**src/rtl/tomasulo_pkg.sv**
```systemverilog
// Shared Tomasulo definitions: opcode encodings, default widths and the
// reservation-station entry record.
package tomasulo_pkg;

    localparam int RS_TAG_W  = 3;
    localparam int RS_DATA_W = 16;

    localparam logic [3:0] OP_ADD = 4'b0000;
    localparam logic [3:0] OP_SUB = 4'b0001;
    localparam logic [3:0] OP_MUL = 4'b0100;
    localparam logic [3:0] OP_DIV = 4'b0101;

    typedef struct packed {
        logic                 busy;
        logic [RS_DATA_W-1:0] inst;
        logic [RS_TAG_W-1:0]  tag;
        logic [RS_DATA_W-1:0] Vj;
        logic [RS_TAG_W-1:0]  Qj;
        logic                 rj;
        logic [RS_DATA_W-1:0] Vk;
        logic [RS_TAG_W-1:0]  Qk;
        logic                 rk;
    } rs_entry_t;

    function automatic logic op_legal(input logic [3:0] op);
        return (op == OP_ADD) || (op == OP_SUB) || (op == OP_MUL) || (op == OP_DIV);
    endfunction

endpackage

```
**src/rtl/reservation_station_if.sv**
```systemverilog
// Issue, CDB and functional-unit signals of the reservation station.
interface reservation_station_if
    import tomasulo_pkg::*;
#(
    parameter int DEPTH  = 3,
    parameter int TAG_W  = RS_TAG_W,
    parameter int DATA_W = RS_DATA_W
);
    localparam int CNT_W = $clog2(DEPTH + 1);

    logic              issue_valid;
    logic              issue_ready;
    logic [DATA_W-1:0] issue_inst;
    logic [TAG_W-1:0]  issue_tag;
    logic              src1_rdy;
    logic [DATA_W-1:0] src1_val;
    logic [TAG_W-1:0]  src1_tag;
    logic              src2_rdy;
    logic [DATA_W-1:0] src2_val;
    logic [TAG_W-1:0]  src2_tag;
    logic              cdb_valid;
    logic [TAG_W-1:0]  cdb_tag;
    logic [DATA_W-1:0] cdb_data;
    logic              fu_avail;
    logic [DATA_W-1:0] fu_inst;
    logic              fu_inst_valid;
    logic [TAG_W-1:0]  fu_tag;
    logic [DATA_W-1:0] fu_r1;
    logic [DATA_W-1:0] fu_r2;
    logic              issue_err;
    logic [CNT_W-1:0]  count;

    modport master (
        output issue_valid, issue_inst, issue_tag,
               src1_rdy, src1_val, src1_tag, src2_rdy, src2_val, src2_tag,
               cdb_valid, cdb_tag, cdb_data, fu_avail,
        input  issue_ready, fu_inst, fu_inst_valid, fu_tag, fu_r1, fu_r2,
               issue_err, count
    );

    modport slave (
        input  issue_valid, issue_inst, issue_tag,
               src1_rdy, src1_val, src1_tag, src2_rdy, src2_val, src2_tag,
               cdb_valid, cdb_tag, cdb_data, fu_avail,
        output issue_ready, fu_inst, fu_inst_valid, fu_tag, fu_r1, fu_r2,
               issue_err, count
    );

endinterface

```
**src/rtl/rs_priority_pick.sv**
```systemverilog
// Lowest-index one-hot picker over a request vector.
module rs_priority_pick #(
    parameter int N = 3
) (
    input  logic [N-1:0] req_i,
    output logic [N-1:0] gnt_o
);
    logic found;

    always_comb begin
        gnt_o = '0;
        found = 1'b0;
        for (int i = 0; i < N; i++) begin
            if (req_i[i] && !found) begin
                gnt_o[i] = 1'b1;
                found    = 1'b1;
            end
        end
    end

endmodule

```
**src/rtl/reservation_station.sv**
```systemverilog
// Tomasulo reservation station: issue with CDB forwarding, operand snooping,
// and single-strobe dispatch of the lowest-index ready entry.
module reservation_station
    import tomasulo_pkg::*;
#(
    parameter int DEPTH  = 3,
    parameter int TAG_W  = RS_TAG_W,
    parameter int DATA_W = RS_DATA_W
) (
    input logic                  clock,
    input logic                  reset,
    reservation_station_if.slave rs
);
    localparam int CNT_W = $clog2(DEPTH + 1);

    rs_entry_t         ent_q [DEPTH];
    rs_entry_t         ent_d [DEPTH];
    logic [DEPTH-1:0]  free_vec, free_oh, rdy_vec, rdy_oh;
    logic              do_issue, do_disp, legal, fwd1, fwd2;
    logic [DATA_W-1:0] sel_inst, sel_vj, sel_vk;
    logic [TAG_W-1:0]  sel_tag;
    logic [DATA_W-1:0] fu_inst_q, fu_r1_q, fu_r2_q;
    logic [TAG_W-1:0]  fu_tag_q;
    logic              fu_vld_q, err_q;
    logic [CNT_W-1:0]  count_q, count_d;

    always_comb begin
        free_vec = '0;
        rdy_vec  = '0;
        for (int i = 0; i < DEPTH; i++) begin
            free_vec[i] = !ent_q[i].busy;
            rdy_vec[i]  = ent_q[i].busy && ent_q[i].rj && ent_q[i].rk;
        end
    end

    rs_priority_pick #(.N(DEPTH)) u_free_pick (.req_i(free_vec), .gnt_o(free_oh));
    rs_priority_pick #(.N(DEPTH)) u_rdy_pick  (.req_i(rdy_vec),  .gnt_o(rdy_oh));

    // issue_ready looks only at registered busy bits, so a dispatch in the
    // same cycle cannot open a slot for the issuer.
    assign rs.issue_ready = |free_vec;
    assign legal          = op_legal(rs.issue_inst[3:0]);
    assign do_issue       = rs.issue_valid && rs.issue_ready && legal;
    assign do_disp        = rs.fu_avail && !fu_vld_q && (|rdy_vec);
    assign fwd1           = rs.cdb_valid && (rs.cdb_tag == rs.src1_tag);
    assign fwd2           = rs.cdb_valid && (rs.cdb_tag == rs.src2_tag);
    assign count_d        = count_q + CNT_W'(do_issue) - CNT_W'(do_disp);

    always_comb begin
        sel_inst = '0;
        sel_tag  = '0;
        sel_vj   = '0;
        sel_vk   = '0;
        for (int i = 0; i < DEPTH; i++) begin
            if (rdy_oh[i]) begin
                sel_inst = ent_q[i].inst;
                sel_tag  = ent_q[i].tag;
                sel_vj   = ent_q[i].Vj;
                sel_vk   = ent_q[i].Vk;
            end
        end
    end

    always_comb begin
        for (int i = 0; i < DEPTH; i++) begin
            ent_d[i] = ent_q[i];
            if (ent_q[i].busy && rs.cdb_valid) begin
                if (!ent_q[i].rj && ent_q[i].Qj == rs.cdb_tag) begin
                    ent_d[i].Vj = rs.cdb_data;
                    ent_d[i].rj = 1'b1;
                end
                if (!ent_q[i].rk && ent_q[i].Qk == rs.cdb_tag) begin
                    ent_d[i].Vk = rs.cdb_data;
                    ent_d[i].rk = 1'b1;
                end
            end
            if (do_disp && rdy_oh[i]) ent_d[i].busy = 1'b0;
            // The issue slot is free, so it never collides with the dispatch slot.
            if (do_issue && free_oh[i]) begin
                ent_d[i].busy = 1'b1;
                ent_d[i].inst = rs.issue_inst;
                ent_d[i].tag  = rs.issue_tag;
                ent_d[i].Qj   = rs.src1_tag;
                ent_d[i].rj   = rs.src1_rdy || fwd1;
                ent_d[i].Vj   = rs.src1_rdy ? rs.src1_val : rs.cdb_data;
                ent_d[i].Qk   = rs.src2_tag;
                ent_d[i].rk   = rs.src2_rdy || fwd2;
                ent_d[i].Vk   = rs.src2_rdy ? rs.src2_val : rs.cdb_data;
            end
        end
    end

    always_ff @(posedge clock) begin
        if (reset) begin
            for (int i = 0; i < DEPTH; i++) ent_q[i] <= '0;
            fu_inst_q <= '0;
            fu_tag_q  <= '0;
            fu_r1_q   <= '0;
            fu_r2_q   <= '0;
            fu_vld_q  <= 1'b0;
            err_q     <= 1'b0;
            count_q   <= '0;
        end else begin
            for (int i = 0; i < DEPTH; i++) ent_q[i] <= ent_d[i];
            if (do_disp) begin
                fu_inst_q <= sel_inst;
                fu_tag_q  <= sel_tag;
                fu_r2_q   <= sel_vj;
                fu_r1_q   <= sel_vk;
            end
            fu_vld_q <= do_disp;
            err_q    <= rs.issue_valid && rs.issue_ready && !legal;
            count_q  <= count_d;
        end
    end

    assign rs.fu_inst       = fu_inst_q;
    assign rs.fu_tag        = fu_tag_q;
    assign rs.fu_r1         = fu_r1_q;
    assign rs.fu_r2         = fu_r2_q;
    assign rs.fu_inst_valid = fu_vld_q;
    assign rs.issue_err     = err_q;
    assign rs.count         = count_q;

endmodule

```
**src/flat_wrapper.sv**
```systemverilog
// flat-port wrapper written by rule: the top's interface ports become plain ports
module reservation_station_flat import tomasulo_pkg::*;
#(
    parameter int DEPTH  = 3,
    parameter int TAG_W  = RS_TAG_W,
    parameter int DATA_W = RS_DATA_W
)
  (clock, reset, rs_issue_valid, rs_issue_inst, rs_issue_tag, rs_src1_rdy, rs_src1_val, rs_src1_tag, rs_src2_rdy, rs_src2_val, rs_src2_tag, rs_cdb_valid, rs_cdb_tag, rs_cdb_data, rs_fu_avail, rs_issue_ready, rs_fu_inst, rs_fu_inst_valid, rs_fu_tag, rs_fu_r1, rs_fu_r2, rs_issue_err, rs_count);
  reservation_station_if #(.DEPTH(DEPTH), .TAG_W(TAG_W), .DATA_W(DATA_W)) rs_i ();
  input logic clock;
  input logic reset;
  input wire logic [$bits(rs_i.issue_valid)-1:0] rs_issue_valid;
  input wire logic [$bits(rs_i.issue_inst)-1:0] rs_issue_inst;
  input wire logic [$bits(rs_i.issue_tag)-1:0] rs_issue_tag;
  input wire logic [$bits(rs_i.src1_rdy)-1:0] rs_src1_rdy;
  input wire logic [$bits(rs_i.src1_val)-1:0] rs_src1_val;
  input wire logic [$bits(rs_i.src1_tag)-1:0] rs_src1_tag;
  input wire logic [$bits(rs_i.src2_rdy)-1:0] rs_src2_rdy;
  input wire logic [$bits(rs_i.src2_val)-1:0] rs_src2_val;
  input wire logic [$bits(rs_i.src2_tag)-1:0] rs_src2_tag;
  input wire logic [$bits(rs_i.cdb_valid)-1:0] rs_cdb_valid;
  input wire logic [$bits(rs_i.cdb_tag)-1:0] rs_cdb_tag;
  input wire logic [$bits(rs_i.cdb_data)-1:0] rs_cdb_data;
  input wire logic [$bits(rs_i.fu_avail)-1:0] rs_fu_avail;
  output wire logic [$bits(rs_i.issue_ready)-1:0] rs_issue_ready;
  output wire logic [$bits(rs_i.fu_inst)-1:0] rs_fu_inst;
  output wire logic [$bits(rs_i.fu_inst_valid)-1:0] rs_fu_inst_valid;
  output wire logic [$bits(rs_i.fu_tag)-1:0] rs_fu_tag;
  output wire logic [$bits(rs_i.fu_r1)-1:0] rs_fu_r1;
  output wire logic [$bits(rs_i.fu_r2)-1:0] rs_fu_r2;
  output wire logic [$bits(rs_i.issue_err)-1:0] rs_issue_err;
  output wire logic [$bits(rs_i.count)-1:0] rs_count;
  assign rs_i.issue_valid = rs_issue_valid;
  assign rs_i.issue_inst = rs_issue_inst;
  assign rs_i.issue_tag = rs_issue_tag;
  assign rs_i.src1_rdy = rs_src1_rdy;
  assign rs_i.src1_val = rs_src1_val;
  assign rs_i.src1_tag = rs_src1_tag;
  assign rs_i.src2_rdy = rs_src2_rdy;
  assign rs_i.src2_val = rs_src2_val;
  assign rs_i.src2_tag = rs_src2_tag;
  assign rs_i.cdb_valid = rs_cdb_valid;
  assign rs_i.cdb_tag = rs_cdb_tag;
  assign rs_i.cdb_data = rs_cdb_data;
  assign rs_i.fu_avail = rs_fu_avail;
  assign rs_issue_ready = rs_i.issue_ready;
  assign rs_fu_inst = rs_i.fu_inst;
  assign rs_fu_inst_valid = rs_i.fu_inst_valid;
  assign rs_fu_tag = rs_i.fu_tag;
  assign rs_fu_r1 = rs_i.fu_r1;
  assign rs_fu_r2 = rs_i.fu_r2;
  assign rs_issue_err = rs_i.issue_err;
  assign rs_count = rs_i.count;
  reservation_station #(.DEPTH(DEPTH), .TAG_W(TAG_W), .DATA_W(DATA_W)) u_core (.clock(clock), .reset(reset), .rs(rs_i));
endmodule
```
**config.mk**
```make
export PLATFORM = sky130hd
export DESIGN_NAME = reservation_station_flat
export DESIGN_NICKNAME = d
export VERILOG_FILES = /design/src/rtl/tomasulo_pkg.sv /design/src/rtl/reservation_station_if.sv /design/src/rtl/rs_priority_pick.sv /design/src/rtl/reservation_station.sv /design/src/flat_wrapper.sv
export SDC_FILE = /design/constraint.sdc
export NUM_CORES = 1
export LEC_CHECK = 0
export ABC_AREA = 1
export BUFFER_PORTS_ARGS = -buffer_cell sky130_fd_sc_hd__buf_4
export CORE_MARGIN = 1.5
export CORE_UTILIZATION = 50
export DETAILED_ROUTE_END_ITERATION = 16
export PLACE_DENSITY = 0.7
export REMOVE_ABC_BUFFERS = 1
export SYNTH_ARGS = -nofsm -noshare
export SYNTH_HDL_FRONTEND = slang
export SYNTH_HIERARCHICAL = 1
export SYNTH_SLANG_ARGS = --single-unit
```
**constraint.sdc**
```tcl
create_clock -name clock -period 5.6 [get_ports clock]
set_clock_uncertainty 0.05 [all_clocks]
set_input_delay 0.56 -clock clock [delete_from_list [all_inputs] [get_ports clock]]
set_output_delay 0.56 -clock clock [all_outputs]
set_load 0.005 [all_outputs]
```
* Word-level counts from Yosys, hierarchy flattened
Memories as Yosys holds them, arrays and structs flattened.
Cells that the tools add are included.
** Word-level totals
- Flip-flop bits (word level) :: 55
- Bits in writable memories :: 180
- Input port bits :: 83
- Output and inout port bits :: 56
- Logic and storage cells :: 133
- Memories :: 1
** Memory list
- u_core.ent_q :: words 3, bits a word 60, rd ports 3, clocked after Yosys merged registers in 0, wr ports 3, line reservation_station.sv:16 : rs_entry_t ent_q [DEPTH];
** Operators by class
- Add/sub/neg operators :: 2
- Equality and inequality tests :: 11
- Multiplexer cells :: 55
- Bitwise logic cells :: 3
- Reductions and logical operators :: 54
** Operators by type and width (count)
- 60-bit 2-to-1 mux :: 6
- 16-bit 2-to-1 mux :: 20
- 17-bit 2-to-1 mux :: 3
- 1-bit logical AND :: 32
- 3-bit equality test :: 8
- 1-bit 2-to-1 mux :: 23
- 1-bit zero test :: 14
- 3-bit 2-to-1 mux :: 3
- 4-bit by 3-bit equality test with 1-bit output (second input constant) :: 2
- 3-bit OR reduction :: 2
- 1-bit logical OR :: 5
- 4-bit by 1-bit equality test with 1-bit output (second input constant) :: 1
- 4-bit zero test :: 1
- 1-bit bitwise OR :: 3
- 2-bit by 1-bit adder with 2-bit output :: 1
- 2-bit by 1-bit subtractor with 2-bit output :: 1

* Longest topological paths before layout
Gate-level depths: netlist (run 1).
- Word-level depth :: 13
- Depth in mapped cells :: 13
- Depth with buffers taken out :: 11

* Hierarchy
The synthesis (run 1) kept the hierarchy.
** Modules (own cells, without submodules)
- reservation_station :: instances 1, cells each 1723, area each 11270.8 µm², seq. area each 4704.5 µm²
- rs_priority_pick :: instances 2, cells each 5, area each 27.5 µm², seq. area each 0.0 µm²

* Worst setup path before layout (run 1)
No wires, ideal clock.
- Path type :: input -> register
- Start :: in rs_fu_avail
- End :: reg u_core.count_q[1] (netlist: u_core/rs.count[1])
- Library setup time :: 0.120 ns
- Arrival time :: 1.915 ns
- Data required time :: 5.430 ns
- Path slack :: 3.515 ns
- Stages :: 12
- Buffers on the path :: 2
- Path through :: inv_1 > nor2_1 > nand2_1 > inv_2 > buf_2 > buf_2 > ha_1 > inv_1 > ha_1 > xor2_1 > o21ai_0 > a21oi_1
** Between the ends
- Word-level cells in the longest chain between the ends :: 3
** Ends and longest elaborated chain
- start: declaration :: line flat_wrapper.sv:24 : input wire logic [$bits(rs_i.fu_avail)-1:0] rs_fu_avail;
- 1-bit logical AND (2 in series) :: line reservation_station.sv:44 : assign do_disp = rs.fu_avail && !fu_vld_q && (|rdy_vec);
- via u_core.do_disp :: line reservation_station.sv:19 : logic do_issue, do_disp, legal, fwd1, fwd2;
- 2-bit by 1-bit subtractor with 2-bit output :: line reservation_station.sv:47 : assign count_d = count_q + CNT_W'(do_issue) - CNT_W'(do_disp);
- end signal: assignment :: line reservation_station.sv:113 : count_q <= count_d;
- end: declaration :: line reservation_station.sv:25 : logic [CNT_W-1:0] count_q, count_d;
The timed path passes the listed nets, and every way through them passes these cells.
A chain may end at the register's enable or synchronous reset.

==> results of run 1 <==
per-stage QoR:
| stage | area [sq um] | hold slack, ns | utilization (%) | power, W | setup slack (ns) |
|---|---|---|---|---|---|
| final | 13200 | 0.262 | 59.9 | 0.00383 | 2.10 |
| after detailed placement | 12300 | 0.392 | 55.6 | 0.00199 | 2.23 |
| after global routing | 13200 | 0.258 | 59.9 | 0.00395 | 1.79 |
| after global placement | 12300 | 0.386 | 55.6 | 0.00199 | 2.28 |
| after CTS | 13200 | 0.254 | 59.9 | 0.00384 | 2.20 |
| after floorplan | 10700 | 0.377 | - | 0.00186 | 1.31 |
worst max-delay path by stage:
| stage | cells past startpoint | start | slack (ns) | endpoint |
|---|---|---|---|---|
| floorplan | 10 | u_core/ent_q[0][59] | 1.31 | u_core/rs.fu_inst[0] |
| global placement | 11 | u_core/ent_q[0][59] | 2.28 | u_core/rs.fu_r1[11] |
| detailed placement | 11 | u_core/ent_q[0][59] | 2.23 | u_core/rs.fu_r1[14] |
| CTS | 11 | u_core/ent_q[0][59] | 2.20 | u_core/rs.fu_r1[14] |
| global route | 10 | u_core/ent_q[0][59] | 1.79 | u_core/rs.fu_tag[2] |
| finish | 9 | u_core/ent_q[0][59] | 2.10 | u_core/rs.fu_r2[10] |
area by class of cell:
type                       count  area [sq um]
sequential                   235          4700
timing repair buffer         152          1140
fill                        2121          8830
inverter                      73           274
multi-input combinational   1297          5790
clock buffer                  37           763
tap                          280           350
clock inverter                11           180
routing by layer:
metal	up-vias	GRT usage (%)	share of wire (%)
met2	525	49.5	46
li1	5727	-	-
met4	0	7.86	2.2
met1	5367	40.9	43
met3	66	3.47	8.8
met5	-	0	0
flip-flops by register name (all words and copies together) (netlist names):
name,flops
u_core/rs.count,2
u_core/rs.fu_inst,16
u_core/rs.fu_inst_valid,1
u_core/rs.fu_r1,16
u_core/rs.issue_err,1
u_core/rs.fu_tag,3
u_core/rs.fu_r2,16
u_core/ent_q,180
worst max-delay path, delay by kind of cell, from the launching register on:
family / cells / cell delay (ns)
buffers and inverters: 3 / 2.09
AOI/OAI and AO/OA: 1 / 0.28
and+or+nand+nor: 5 / 0.55
DFF: 1 / 0.40
kinds of logic (layout without fill, tap and decap cells):
group | Yosys count | in the layout | synth area share, %
AO/OA/AOI/OAI | 358 | 358 | 16.2
XOR/XNOR | 8 | 8 | 0.619
adder cells (fa/ha/maj) | 2 | 2 | 0.221
buffers and inverters | 201 | 273 | 7.71
flip-flops | 235 | 235 | 41.5
AND/OR/NAND/NOR | 929 | 929 | 33.7
power breakdown:
group	internal (W)	total (W)	switching, W
Combinational	0.0000895	0.000257	0.000168
Sequential	0.00169	0.00170	0.0000108
Clock	0.00118	0.00187	0.000694
cell usage in the layout (no fill, tap or decap), drive strengths merged:
cell / Yosys / routed
dfxtp: 235 / 235
a31oi: 29 / 29
a21oi: 211 / 211
ha: 2 / 2
buf: 60 / 152
nor2: 142 / 142
bufinv: 0 / 5
nand2: 611 / 611
xor2: 1 / 1
nand3: 168 / 168
nand4: 7 / 7
a21boi: 1 / 1
clkbuf: 68 / 37
clkinv: 0 / 6
inv: 73 / 73
o21ai: 117 / 117
xnor2: 7 / 7
nor3: 1 / 1
==> impl_metrics.toml, run 1 <==
[status]
outcome = "complete, no violations"

[power_and_ir_drop]
power_density_mw_per_mm2 = 290
peakVddDrop_mv = 0.170
p_leak_nw = 5.53

[clock_network]
postCtsHoldBufs = 0
path_clk_slew_ns = 0.06
root_buffer = "clkbuf_16"
post_cts_resized = 0
numCtsBuffers = 26
clock-sinks = 235
clk_latency_ns = 0.52
post_cts_buffers = 0
htreeDepth = 1
cts_tree = "yes"
cts.path.max_buffers = 3

[critical_path]
crit_required_ns = 6.01
crit_chain = "nand3_1, inv_2, nor2_4, buf_4, inv_2, nand3_1, a31oi_1, nor2_1, nor2_1"
critPathLaunchType = "register"
worstSetupEndpointType = "register"
ff2ff_path_depth = 9
ff2ff_setup_slack_ns = 2.10
cp_max_fo = 58
cp_data_arrival_time_ns = 3.91
crit_path_max_incr_delay_ns = 0.91
regToRegEndpoint = "u_core/rs.fu_r2[10]"
r2r_start = "u_core/ent_q[0][59]"
slowest_stage = "inv_2"
critPathKind = "register to register"

[grt]
grt.overflow.total = 0
track_usage_pct = 29.7
grt_pass1_wl_mm = 56.8
antenna_found_initial = 0
grt_max_degree = 70
first_global_vias = 10726

[drt]
drtIter0Drc = 1112
antenna_left = 0
route.detailed.drc = 0
totalWireLength_mm = 35.5
via_per_inst = 5.60
vias = 11685
post_drt_wl_per_cell_um = 17.0
firstDrtPassIters = 7

[timing]
period_share_pct = 62.5
worstMarginPinSlew_ns = 1.13
period_needed_ns = 3.50
maxSlewViolCount = 0
max_freq_mhz = 286
hold_viol_final = 0
fin_setup_tns_ns = 0
max_slew_margin_pct = 24.6
setup_viol = 0
rsz0062_at_grt = "false"

[min_path]
min_from = "rs_issue_inst[14]"
hold_path_class = "input pin to register"
hold_depth = 3
hold_end = "u_core/ent_q[0][177]"

[synthesis]
synthFlopType = "dfxtp_1"
ys_top_cells_by_count = "nand2_1, dfxtp_1, a21oi_1, nand3_1, nor2_1"
ys_warn_count = 6
synth_area_sq_mm = 0.0113
synth_edf_count = 0
seq_area_frac_synth_pct = 41.5
ys_types = 26
synthTopCellsByArea = "dfxtp_1, nand2_1, a21oi_1"
async_reset_ff_share_pct = 0
postSynthCellCount = 1733
ys_ff_latch = 235
synth.avg_cell_area_sq_um = 6.54
synth_top_cell_area_share_pct = 41.5
synth.most_common_cell = "nand2_1"
synth_top_cell_by_area = "dfxtp_1"

[placed_design]
dp_cells = 2037
dp_hpwl_mm = 19.8
numPortBuffers = 138
gp_congestion = 0.828

[final_layout]
final_nets = 1870
area_delta_synth_final_pct = 16.5
drive_gt1_share_pct = 12.7
final_cells = 2085
antenna_cells = 0

[floorplanning]
row_count = 54
die_x_um = 154
initial_core_util_pct = 51.4
core_area_sq_mm = 0.0220
fp.dieArea_sq_mm = 0.0236
ios = 139
fp.dieH_um = 154

[run]
drv_cap = 0
Power figures use the tool's default switching activity.
==> inputs of run 2 (changes only) <==
Settings changed: ABC_AREA 1 to 0, PLACE_DENSITY 0.7 to 0.73.
Clock period 5.6 ns to 2.9 ns, I/O delays scaled along.
==> run 2 against run 1 <==
Net effect:
- non-clock buffer count grew 33
- via count shrank 18%
- count of clock-buffer cells in the layout shrank 3
- fmax grew 55%
- worst setup slack lost 1.5 ns
- highest routed layer unchanged
- sequential share of layout area grew 0.20 points
- critical path type unchanged
- critical path depth shrank 3
- utilization grew 0.40 points
- synthesized area shrank 2.1%
- die area shrank 2.1%
- sequential power grew 94%
==> impl_metrics.toml, run 2 <==
[power_and_ir_drop]
peakVddDrop_mv = 0.481
pwr-share-clk_pct = 45.5
power_density_mw_per_mm2 = 529
switching_share_pct = 23.0
power_switching_w = 0.00159
seq_power_share_pct = 47.4
p_leak_nw = 4.45
p_comb_share_pct = 7.1
p_int_w = 0.00534

[synthesis]
ys_top_cells_by_count = "nand2_1, dfxtp_1, a21oi_1, mux2i_1, clkbuf_1"
synth_top_cell_by_area = "dfxtp_1"
postSynthCellCount = 1297
synth_top_cell_area_share_pct = 42.4
synth_edf_count = 0
ys_types = 36
synthTopCellsByArea = "dfxtp_1, mux2i_1, nand2_1"
synth.avg_cell_area_sq_um = 8.55
async_reset_ff_share_pct = 0
synthFlopType = "dfxtp_1"
ys_warn_count = 6
synth_area_sq_mm = 0.0111
ys_ff_latch = 235
seq_area_frac_synth_pct = 42.4
synth.most_common_cell = "nand2_1"

[final_layout]
drive_gt1_share_pct = 20.1
layout_commonest_cell = "nand2_1"
regMostFlops = "u_core/ent_q"
antenna_cells = 0
largest_register_ffs = 180
design_area_sq_mm = 0.0131
final_cell_mix = "nand2_1, dfxtp_1, a21oi_1"
final_util_pct = 60.3
area_delta_synth_final_pct = 18.4
final_nets = 1465
fillerInstances = 1980

[timing]
setup_viol = 0
worstMarginPinSlew_ns = 0.957
max_freq_mhz = 443
period_share_pct = 77.8
fin_setup_tns_ns = 0
finalWorstSetupSlack_ns = 0.645
period_needed_ns = 2.26
max_slew_margin_pct = 36.2
hold_viol_final = 0
maxSlewViolCount = 0
rsz0062_at_grt = "false"
hold_ws_ns = 0.0628

[grt]
antenna_found_initial = 0
grt.overflow.total = 0
track_usage_pct = 25.6
first_global_vias = 9377
grt_max_degree = 128
grt_pass1_wl_mm = 49.4

[floorplanning]
die_x_um = 152
initial_core_util_pct = 51.0
fp.dieH_um = 152
core_area_sq_mm = 0.0218
ios = 139
fp.dieArea_sq_mm = 0.0231
row_count = 54

[placed_design]
numPortBuffers = 138
gp_congestion = 0.782
post_dp_cell_area_sq_mm = 0.0121
pre_cts_ws_ns = 0.716
dp_hpwl_mm = 17.0

[min_path]
hold_path_class = "input pin to register"
min_from = "rs_cdb_data[2]"

[critical_path]
r2r_start = "u_core/ent_q[0][59]"
startpoint = "u_core/ent_q[0][59]"
worstSetupEndpointType = "register"
slowest_stage = "and3_2"
crit_required_ns = 3.30
critPathKind = "register to register"
crit_family = "simple AND/OR/NAND/NOR gates"
crit_path_max_incr_delay_ns = 0.55
crit_chain = "and3_2, o311ai_4, inv_2, buf_4, nand3_1, a21oi_1"
cp_max_fo = 52
critPathLaunchType = "register"
cp_data_arrival_time_ns = 2.65
cp_num_buf_inv = 2

[clock_network]
post_cts_resized = 0
cts.path.max_buffers = 3
cts_tree = "yes"
htreeDepth = 1
root_buffer = "clkbuf_16"
numCtsBuffers = 24
path_clk_slew_ns = 0.07
clock-sinks = 235
clk_latency_ns = 0.52

[drt]
vias = 9620
antenna_left = 0
route.detailed.drc = 0
firstDrtPassIters = 4
totalWireLength_mm = 30.3
drtIter0Drc = 679
post_drt_wl_per_cell_um = 18.1
via_per_inst = 5.74

[status]
outcome = "complete, no violations"

[run]
drv_cap = 0
[run 2: cell types whose count changed after synthesis, sizes merged, moves of 18 or more]
cell	previous run	this run
a31oi	29	0
a21oi	211	171
nand2	611	242
xor2	1	19
o21ai	117	49
o22ai	0	96
mux2i	0	128
nand3	168	51
or2	0	32
nor2	142	18
inv	73	12
nand2b	0	52
[run 2: power groups by stage]
stage               registers (W)  clock network (W)  logic, W
floorplan                 0.00335                  0  0.000208
global placement          0.00336                  0  0.000456
detailed placement        0.00336                  0  0.000460
CTS                       0.00329            0.00319  0.000488
global route              0.00329            0.00333  0.000526
finish                    0.00329            0.00316  0.000491
[run 2: per-stage QoR]
stage | std cells | total power, W
global route | 1675 | 0.00715
floorplan | 1169 | 0.00356
detailed placement | 1610 | 0.00382
CTS | 1675 | 0.00697
finish | 1675 | 0.00694
global placement | 1610 | 0.00381
[run 2: cells by family (layout without fill, tap and decap cells)]
kind of cell | Yosys count | in the layout | share of synthesized area [%]
AND/OR/NAND/NOR | 442 | 442 | 19.4
AO/OA/AOI/OAI | 324 | 324 | 17.9
flip-flops | 235 | 235 | 42.4
buffers and inverters | 140 | 238 | 6.09
multiplexers | 128 | 128 | 11.6
XOR/XNOR | 26 | 26 | 2.39
adder cells (fa/ha/maj) | 2 | 2 | 0.226
[run 2: final cells by class]
cell class | instances | area [sq um] | area share, %
multi-input combinational | 922 | 5730 | 43.7
sequential | 235 | 4700 | 35.8
timing repair buffer | 185 | 1500 | 11.4
clock buffer | 34 | 709 | 5.41
tap | 280 | 350 | 2.67
clock inverter | 7 | 85.1 | 0.648
inverter | 12 | 45.0 | 0.343
[run 2: tightest hold or removal path, cell delays in order]
cell	delay [ns]
buf_4	0.13
mux2i_1	0.07
o22ai_1	0.09
[run 2: worst paths after layout]
check	to	slack [ns]	cells after the start
worst max-delay path	u_core/rs.fu_inst[9]	0.64	6
worst min-delay path	u_core/ent_q[0][86]	0.06	3
worst max register to register	u_core/rs.fu_inst[9]	0.64	6
worst min register to register	u_core/ent_q[0][46]	0.38	2
[run 2: metal layers]
layer	track usage [%]	vias up	routed length, um
li1	-	4646	-
met4	6.43	0	609
met3	3.48	44	1500
met2	44.3	288	14700
met1	33.7	4642	13600
met5	0	-	0
[run 2: timing repair]
| item | in CTS | in global routing |
|---|---|---|
| endpoints found under the hold margin | 68 | 0 |
| buffers inserted | 0 | 0 |
| hold buffers | 24 | 0 |
